**src/rtl/if_id_stage.sv**
```systemverilog
// IF/ID pipeline register with load-use hazard detection and redirect squash; one-cycle capture latency.
// A load-use hazard freezes PC and IF/ID while it lasts; redirect overrides it and squashes the entry to a NOP.
`ifndef DSIZE
`define DSIZE 32
`endif
`ifndef ASIZE
`define ASIZE 5
`endif
`ifndef ISIZE
`define ISIZE 32
`endif

module if_id_stage (
  input  logic              clk,
  input  logic              rst,
  input  logic [`ISIZE-1:0] instr_in,
  input  logic [`ISIZE-1:0] PC_in,
  input  logic              idexe_memRead_in,
  input  logic [`ASIZE-1:0] idexe_waddr_in,
  input  logic              redirect_in,
  output logic [`ISIZE-1:0] instr_out,
  output logic [`ISIZE-1:0] PC_out,
  output logic              valid_out,
  output logic              pc_write_out,
  output logic              bubble_out,
  output logic [15:0]       stall_cnt_out,
  output logic [15:0]       flush_cnt_out
);

  logic [`ISIZE-1:0] instr_q, instr_d;
  logic [`ISIZE-1:0] pc_q, pc_d;
  logic              valid_q, valid_d;
  logic [15:0]       stall_cnt_q, stall_cnt_d;
  logic [15:0]       flush_cnt_q, flush_cnt_d;

  logic [`ASIZE-1:0] rs, rt;
  logic              waddr_nz;
  logic              src_match;
  logic              hazard;

  assign rs = instr_q[25:21];
  assign rt = instr_q[20:16];

  // Register 0 is hardwired, so a load targeting it can never create a dependency.
  assign waddr_nz  = (idexe_waddr_in != '0);
  assign src_match = (idexe_waddr_in == rs) || (idexe_waddr_in == rt);
  assign hazard    = valid_q & idexe_memRead_in & waddr_nz & src_match;

  assign pc_write_out = ~hazard | redirect_in;
  assign bubble_out   = hazard | ~valid_q | redirect_in;

  always_comb begin
    instr_d     = instr_q;
    pc_d        = pc_q;
    valid_d     = valid_q;
    stall_cnt_d = stall_cnt_q;
    flush_cnt_d = flush_cnt_q;
    if (redirect_in) begin
      // PC_out is left alone: a squashed entry never reaches decode, so its PC is don't-care.
      instr_d = '0;
      valid_d = 1'b0;
      if (flush_cnt_q != 16'hFFFF) begin
        flush_cnt_d = flush_cnt_q + 16'd1;
      end
    end else if (hazard) begin
      if (stall_cnt_q != 16'hFFFF) begin
        stall_cnt_d = stall_cnt_q + 16'd1;
      end
    end else begin
      instr_d = instr_in;
      pc_d    = PC_in;
      valid_d = 1'b1;
    end
  end

  always_ff @(posedge clk) begin
    if (rst) begin
      instr_q     <= '0;
      pc_q        <= '0;
      valid_q     <= 1'b0;
      stall_cnt_q <= '0;
      flush_cnt_q <= '0;
    end else begin
      instr_q     <= instr_d;
      pc_q        <= pc_d;
      valid_q     <= valid_d;
      stall_cnt_q <= stall_cnt_d;
      flush_cnt_q <= flush_cnt_d;
    end
  end

  assign instr_out     = instr_q;
  assign PC_out        = pc_q;
  assign valid_out     = valid_q;
  assign stall_cnt_out = stall_cnt_q;
  assign flush_cnt_out = flush_cnt_q;

endmodule

```
**config.mk**
```make
export PLATFORM = sky130hd
export DESIGN_NAME = if_id_stage
export DESIGN_NICKNAME = d
export VERILOG_FILES = /design/src/rtl/if_id_stage.sv
export SDC_FILE = /design/constraint.sdc
export NUM_CORES = 1
export LEC_CHECK = 0
export ABC_AREA = 1
export BUFFER_PORTS_ARGS = -buffer_cell sky130_fd_sc_hd__buf_2
export CAP_MARGIN = 40
export CORE_MARGIN = 2
export CORE_UTILIZATION = 35
export DETAILED_ROUTE_END_ITERATION = 7
export GPL_ROUTABILITY_DRIVEN = 0
export PLACE_DENSITY = 0.67
export REMOVE_ABC_BUFFERS = 1
export SLEW_MARGIN = 20
export SYNTH_ARGS = -nofsm -noshare
export SYNTH_HDL_FRONTEND = slang
export SYNTH_SLANG_ARGS = --single-unit
export TNS_END_PERCENT = 100
```
**constraint.sdc**
```tcl
create_clock -name clk -period 2.6 [get_ports clk]
set_input_delay 0.52 -clock clk [delete_from_list [all_inputs] [get_ports clk]]
set_output_delay 0.52 -clock clk [all_outputs]
set_load 0.01 [all_outputs]
```
==> impl_results.md, run 1 <==
- Multi-input gate area: 1880 µm²
- Initial antenna violation count: 0
- Overflow after GRT: 0
- Root buf cell: clkbuf_16
- DR pass1 iterations: 4
- Share of the synthesized area in the top cell type: 46.2%
- List of most frequent post-synthesis cells: nor2_1, dfxtp_1, nand2_1
- Slew headroom: 73.1%
- Drt wl/cell: 11.9 µm
- Syn. warnings: 0
- Post-synth EDFFs: 0
- Total die area: 12900 µm²
- TritonCTS Buffers: 9
- Combinational share of power: 10.1%
- Num rows: 40
- Core area: 11900 µm²
- CP required: 2.08 ns
- Cell Int Power: 2410 µW
- Die W: 114 µm
- CTS Hold Bufs: 0
- Sequential fraction of the synthesis area: 46.2%
- Synth area leader: dfxtp_1
- Most common cell in the netlist: nor2_1
- CTS max path bufs: 2
- Final ANT Viol Nets: 0
- Power share of the clock group: 40.5%
- Largest net degree at the start of global routing: 44
- Skew final: 0.00750 ns
- Drt drc: 0
- Syn avg cell area: 7.03 µm²
- Cells after Synth: 597
- Synth unique cells: 33
- I/O Buffers: 171
- CP Max Fanout: 11
- Post-CTS Resized: 0
- DRT iter0 DRCs: 200
- H-tree depth: 3
- Leakage: 0.00266 µW
- Sw frac: 24.4%
- Clk sinks: 97
- Sequential share of power: 49.4%
- Worst IR Drop VDD: 0.416 mV
- Routed via count: 4174
- Unrepaired setup endpoints after global routing: no
- Nets@finish: 839
- First-pass GRT wire length: 17.6 mm
- Crit end category: primary output
- Power Dens Cells: 590 nW/µm²
- Asr flop ratio synth: 0%
- Net Switching: 779 µW
- Antenna diode count: 0
- Hold Vio Cnt, Final: 0
- CTS tree: done
- Post-DP HPWL: 7.94 mm
- Slew @ Worst Pin: 0.401 ns
- WHS: 0.402 ns
- Initial Util: 35.4%
- Final period util: 84.1%
- Max-slew violations: 0
- Layout cells sized above 1: 27.2%
- Vias in the first global route: 3680
- Status: finished, final reports clean
- IO Pins: 172
- # setup viols final: 0
- Startpoint types: flip-flop
- Worst-path clk slew: 0.06 ns
- Arrival time at the worst endpoint: 1.67 ns
- Area grow syn2layout: 29.0%
- Wirelength, routed: 10.9 mm
- Setup repair bufs after CTS: 0
- Setup TNS: 0 ns
- Synthesized cell area: 4200 µm²
- Synth top area cells: dfxtp_1, nor2_1, nand2_1, o21ai_0, inv_1
- Fmax: 0.458 GHz
- Total GRT Usage: 16.9%
- Synth Flop Type: dfxtp_1
- Max_cap viols: 0
- Crit path kind: flip-flop to primary output
- Storage element area: 1940 µm²
- Die height: 114 µm
- Crit path time final: 2.19 ns
- Seq cells post-synth: 97
- Filler Cells Inserted: 1274
- Worst Hold Class: primary input to flip-flop
- Clock Latency Late Sink: 0.34 ns
- Via/cell ratio: 4.56
- Total power: 3190 µW
## cell families (layout without fill, tap and decap cells)
| group | Yosys count | in the layout | synth area share, % |
|---|---|---|---|
| AND/OR/NAND/NOR | 316 | 316 | 30.9 |
| AO/OA/AOI/OAI | 101 | 101 | 12.4 |
| flip-flops | 97 | 97 | 46.2 |
| buffers and inverters | 77 | 249 | 9.03 |
| XOR/XNOR | 4 | 4 | 0.834 |
| adder cells (fa/ha/maj) | 2 | 2 | 0.596 |
## critical path, stage by stage, from the launching register on
cell     delay (ns)
dfxtp_1        0.36
inv_1          0.08
nand2_1        0.06
nand2_1        0.05
nor2_1         0.08
nand3_1        0.12
nand2_4        0.15
nand2_4        0.12
nand2_4        0.09
inv_4          0.03
nand2_1        0.04
buf_2          0.13
## metrics by stage
| step | area [µm²] | util [%] | instances | setup slack, ns |
|---|---|---|---|---|
| floorplan | 4030 | - | 575 | 0.416 |
| global placement | 5120 | 43.2 | 900 | 0.517 |
| detailed placement | 5120 | 43.2 | 900 | 0.493 |
| CTS | 5420 | 45.7 | 916 | 0.378 |
| global route | 5420 | 45.7 | 916 | 0.240 |
| finish | 5420 | 45.7 | 916 | 0.415 |
## area by class of cell
class	instances	area share, %
Tap cell	147	3.40
Sequential cell	97	35.9
Clock buffer	13	4.99
Clock inverter	3	0.416
Inverter	55	3.90
Multi-Input combinational cell	423	34.7
Timing Repair Buffer	178	16.8
## worst paths after layout
path	from	endpoint	slack, ns	cells past startpoint
hold reg to reg	instr_out[8]$_SDFFE_PP0N_	instr_out[8]$_SDFFE_PP0N_	0.46	2
setup reg to reg	flush_cnt_out[0]$_SDFFE_PP0P_	flush_cnt_out[13]$_SDFFE_PP0P_	0.56	12
setup / recovery	instr_out[24]$_SDFFE_PP0N_	bubble_out	0.41	11
hold / removal	instr_in[13]	instr_out[13]$_SDFFE_PP0N_	0.40	3
## state kept, by name (all words and copies together), names as in the netlist
register,count
stall_cnt_out,16
flush_cnt_out,16
instr_out,32
PC_out,32
valid_out,1
## layout by cell type (no fill, tap or decap), drive strengths merged, types with 13 or more instances in the layout
cell / count
nand3: 14
buf: 178
nand2: 99
a21oi: 23
o21ai: 73
nor2: 175
clkbuf: 13
dfxtp: 97
inv: 54
nand4: 17
## routing by layer
metal | GRT usage [%] | wire length (µm) | vias to the layer above
met5 | 0 | 0 | -
met4 | 6.67 | 187 | 0
met3 | 3.61 | 365 | 12
met2 | 28.1 | 5220 | 68
met1 | 21.4 | 5110 | 1855
li1 | - | - | 2239
## power by group through the flow
| stage | logic [µW] | registers [µW] | clock network (µW) |
|---|---|---|---|
| final | 323 | 1580 | 1290 |
| after global routing | 365 | 1580 | 1410 |
| after CTS | 326 | 1580 | 1330 |
| after detailed placement | 326 | 1610 | 0 |
| after global placement | 323 | 1610 | 0 |
| after floorplan | 133 | 1640 | 0 |
Power figures use the tool's default switching activity.
==> inputs of run 2 (changes only) <==
==> constraint.sdc (replaced) <==
create_clock -name clk -period 2.25 [get_ports clk]
set_input_delay 0.45 -clock clk [delete_from_list [all_inputs] [get_ports clk]]
set_output_delay 0.45 -clock clk [all_outputs]
set_load 0.01 [all_outputs]
==> impl_results.md, run 2 (synthesis results as in run 1) <==
- R2R cell count: 11
- Sw frac: 25.3%
- Overflow after GRT: 0
- CTS max path bufs: 2
- Num rows: 40
- Post-DP HPWL: 7.71 mm
- Net Switching: 925 µW
- Hold depth: 3
- Power share of the clock group: 39.9%
- Pre-CTS setup slack: 0.248 ns
- Worst IR Drop VDD: 0.470 mV
- Clock Latency Late Sink: 0.35 ns
- Critical-path top delay cell: dfxtp_1
- Most common cell after layout, fill and taps aside: nor2_1
- Worst R2R Setup Slack: 0.47 ns
- CP Depth: 11
- Clk sinks: 97
- FF-to-FF End: flush_cnt_out[3]$_SDFFE_PP0P_
- Wirelength, routed: 10.8 mm
- Combinational share of power: 10.3%
- Total power: 3660 µW
- First-pass GRT wire length: 17.7 mm
- CP required: 1.80 ns
- Hold Vio Cnt, Final: 0
- Core area: 11900 µm²
- Max_cap viols: 0
- Worst Hold Class: primary input to flip-flop
- DR pass1 iterations: 4
- CTS tree: done
- Final ANT Viol Nets: 0
- Crit end category: primary output
- CP Buf/Inv Count: 3
- Layout cells sized above 1: 27.8%
- Hold endpoint: instr_out[10]$_SDFFE_PP0N_
- Nets@finish: 839
- CTS Hold Bufs: 0
- Final period util: 93.8%
- Arrival time at the worst endpoint: 1.66 ns
- Worst-path clk slew: 0.07 ns
- Slew headroom: 72.6%
- Crit path cell chain: inv_1, nand2_1, nand2_1, nor2_1, nand3_2, nand2_4, nand2_8, nand2_4, inv_4, nand2_1, buf_2
- Reg2reg start: flush_cnt_out[1]$_SDFFE_PP0P_
- Cell Int Power: 2730 µW
- Via/cell ratio: 4.57
- DRT iter0 DRCs: 246
- Sequential share of power: 49.8%
- Setup crit start: instr_out[18]$_SDFFE_PP0N_
- Routed via count: 4190
- Power Dens Cells: 673 nW/µm²
- Post-route setup slack: 0.139 ns
- H-tree depth: 3
- Max-slew violations: 0
- Drt drc: 0
- Leakage: 0.00264 µW
- Vias in the first global route: 3702
- TritonCTS Buffers: 9
- IO Pins: 172
- Initial antenna violation count: 0
- Crit path largest cell delay: 0.35 ns
- Most frequent cells in the layout: nor2_1, buf_2, nand2_1, dfxtp_1, o21ai_0
- Crit path time final: 2.11 ns
- CP Max Fanout: 15
- Crit path kind: flip-flop to primary output
- Largest net degree at the start of global routing: 60
- Hold Crit Start: instr_in[10]
- Area grow syn2layout: 29.5%
- # setup viols final: 0
- Skew final: 0.00676 ns
- Root buf cell: clkbuf_16
- Drt wl/cell: 11.8 µm
- Total die area: 12900 µm²
- Filler Cells Inserted: 1238
- Initial Util: 35.4%
- Fmax: 0.474 GHz
- Cell mode on critical path: nand2_1
- Status: finished, final reports clean
- Die W: 114 µm
- I/O Buffers: 171
- Largest delay share family, worst path: simple AND/OR/NAND/NOR gates
- Slew @ Worst Pin: 0.407 ns
- Die height: 114 µm
- Total GRT Usage: 16.9%
- Startpoint types: flip-flop
- Antenna diode count: 0
[run 2: how the worst max path moves through the flow]
stage | endpoint | slack (ns)
floorplan | bubble_out | 0.21
global placement | bubble_out | 0.25
detailed placement | bubble_out | 0.25
global route | bubble_out | -0.002
finish | bubble_out | 0.14
CTS | bubble_out | 0.06
[run 2: layer usage]
metal	vias up	routed length, µm	part of all wire (%)	global-route usage [%]
met5	-	0	0	0
met4	0	254	2.4	6.26
li1	2239	-	-	-
met2	91	5260	49	28.0
met1	1840	4850	45	21.1
met3	20	437	4.0	4.62
[run 2: worst reg2reg max path, stage by stage (launching register included)]
cell and delay (ns):
dfxtp_1 0.38, ha_1 0.18, nand2_1 0.05, inv_1 0.07, nand2_1 0.08, nor2_1 0.18, nand3_1 0.14, nand2_1 0.14
buf_4 0.18, nor2_1 0.06, o21ai_0 0.15, a21oi_1 0.05
[run 2: power groups by stage]
| stage | Combinational, µW | Sequential, µW | Clock [µW] |
|---|---|---|---|
| final | 377 | 1820 | 1460 |
| after CTS | 376 | 1820 | 1510 |
| after detailed placement | 375 | 1860 | 0 |
| after global routing | 425 | 1830 | 1590 |
| after floorplan | 154 | 1890 | 0 |
| after global placement | 373 | 1860 | 0 |
[run 2: what timing repair did]
| item | 4_1_cts | 5_1_grt |
|---|---|---|
| buffers inserted | 0 | 1 |
| gates resized for setup | 0 | 6 |
| setup endpoints to repair | 0 | 2 |
[run 2: area by class of cell]
cell class	instances	area [µm²]	share of cell area (%)
clock inverters	5	38.8	0.713
clock buffers	11	243	4.46
flip-flops and latches	97	1950	35.8
well taps	147	184	3.38
repair buffers	178	921	16.9
inverters	55	211	3.89
multi-input cells	423	1890	34.8
[run 2: through the flow]
step | TNS [ns] | hold slack [ns] | area (µm²) | utilization (%) | cells
after floorplan | 0 | 0.486 | 4030 | - | 575
after global placement | 0 | 0.456 | 5130 | 43.2 | 899
after detailed placement | 0 | 0.456 | 5130 | 43.2 | 899
after CTS | 0 | 0.311 | 5410 | 45.6 | 915
after global routing | -0.00179 | 0.316 | 5440 | 45.8 | 916
final | 0 | 0.322 | 5440 | 45.8 | 916
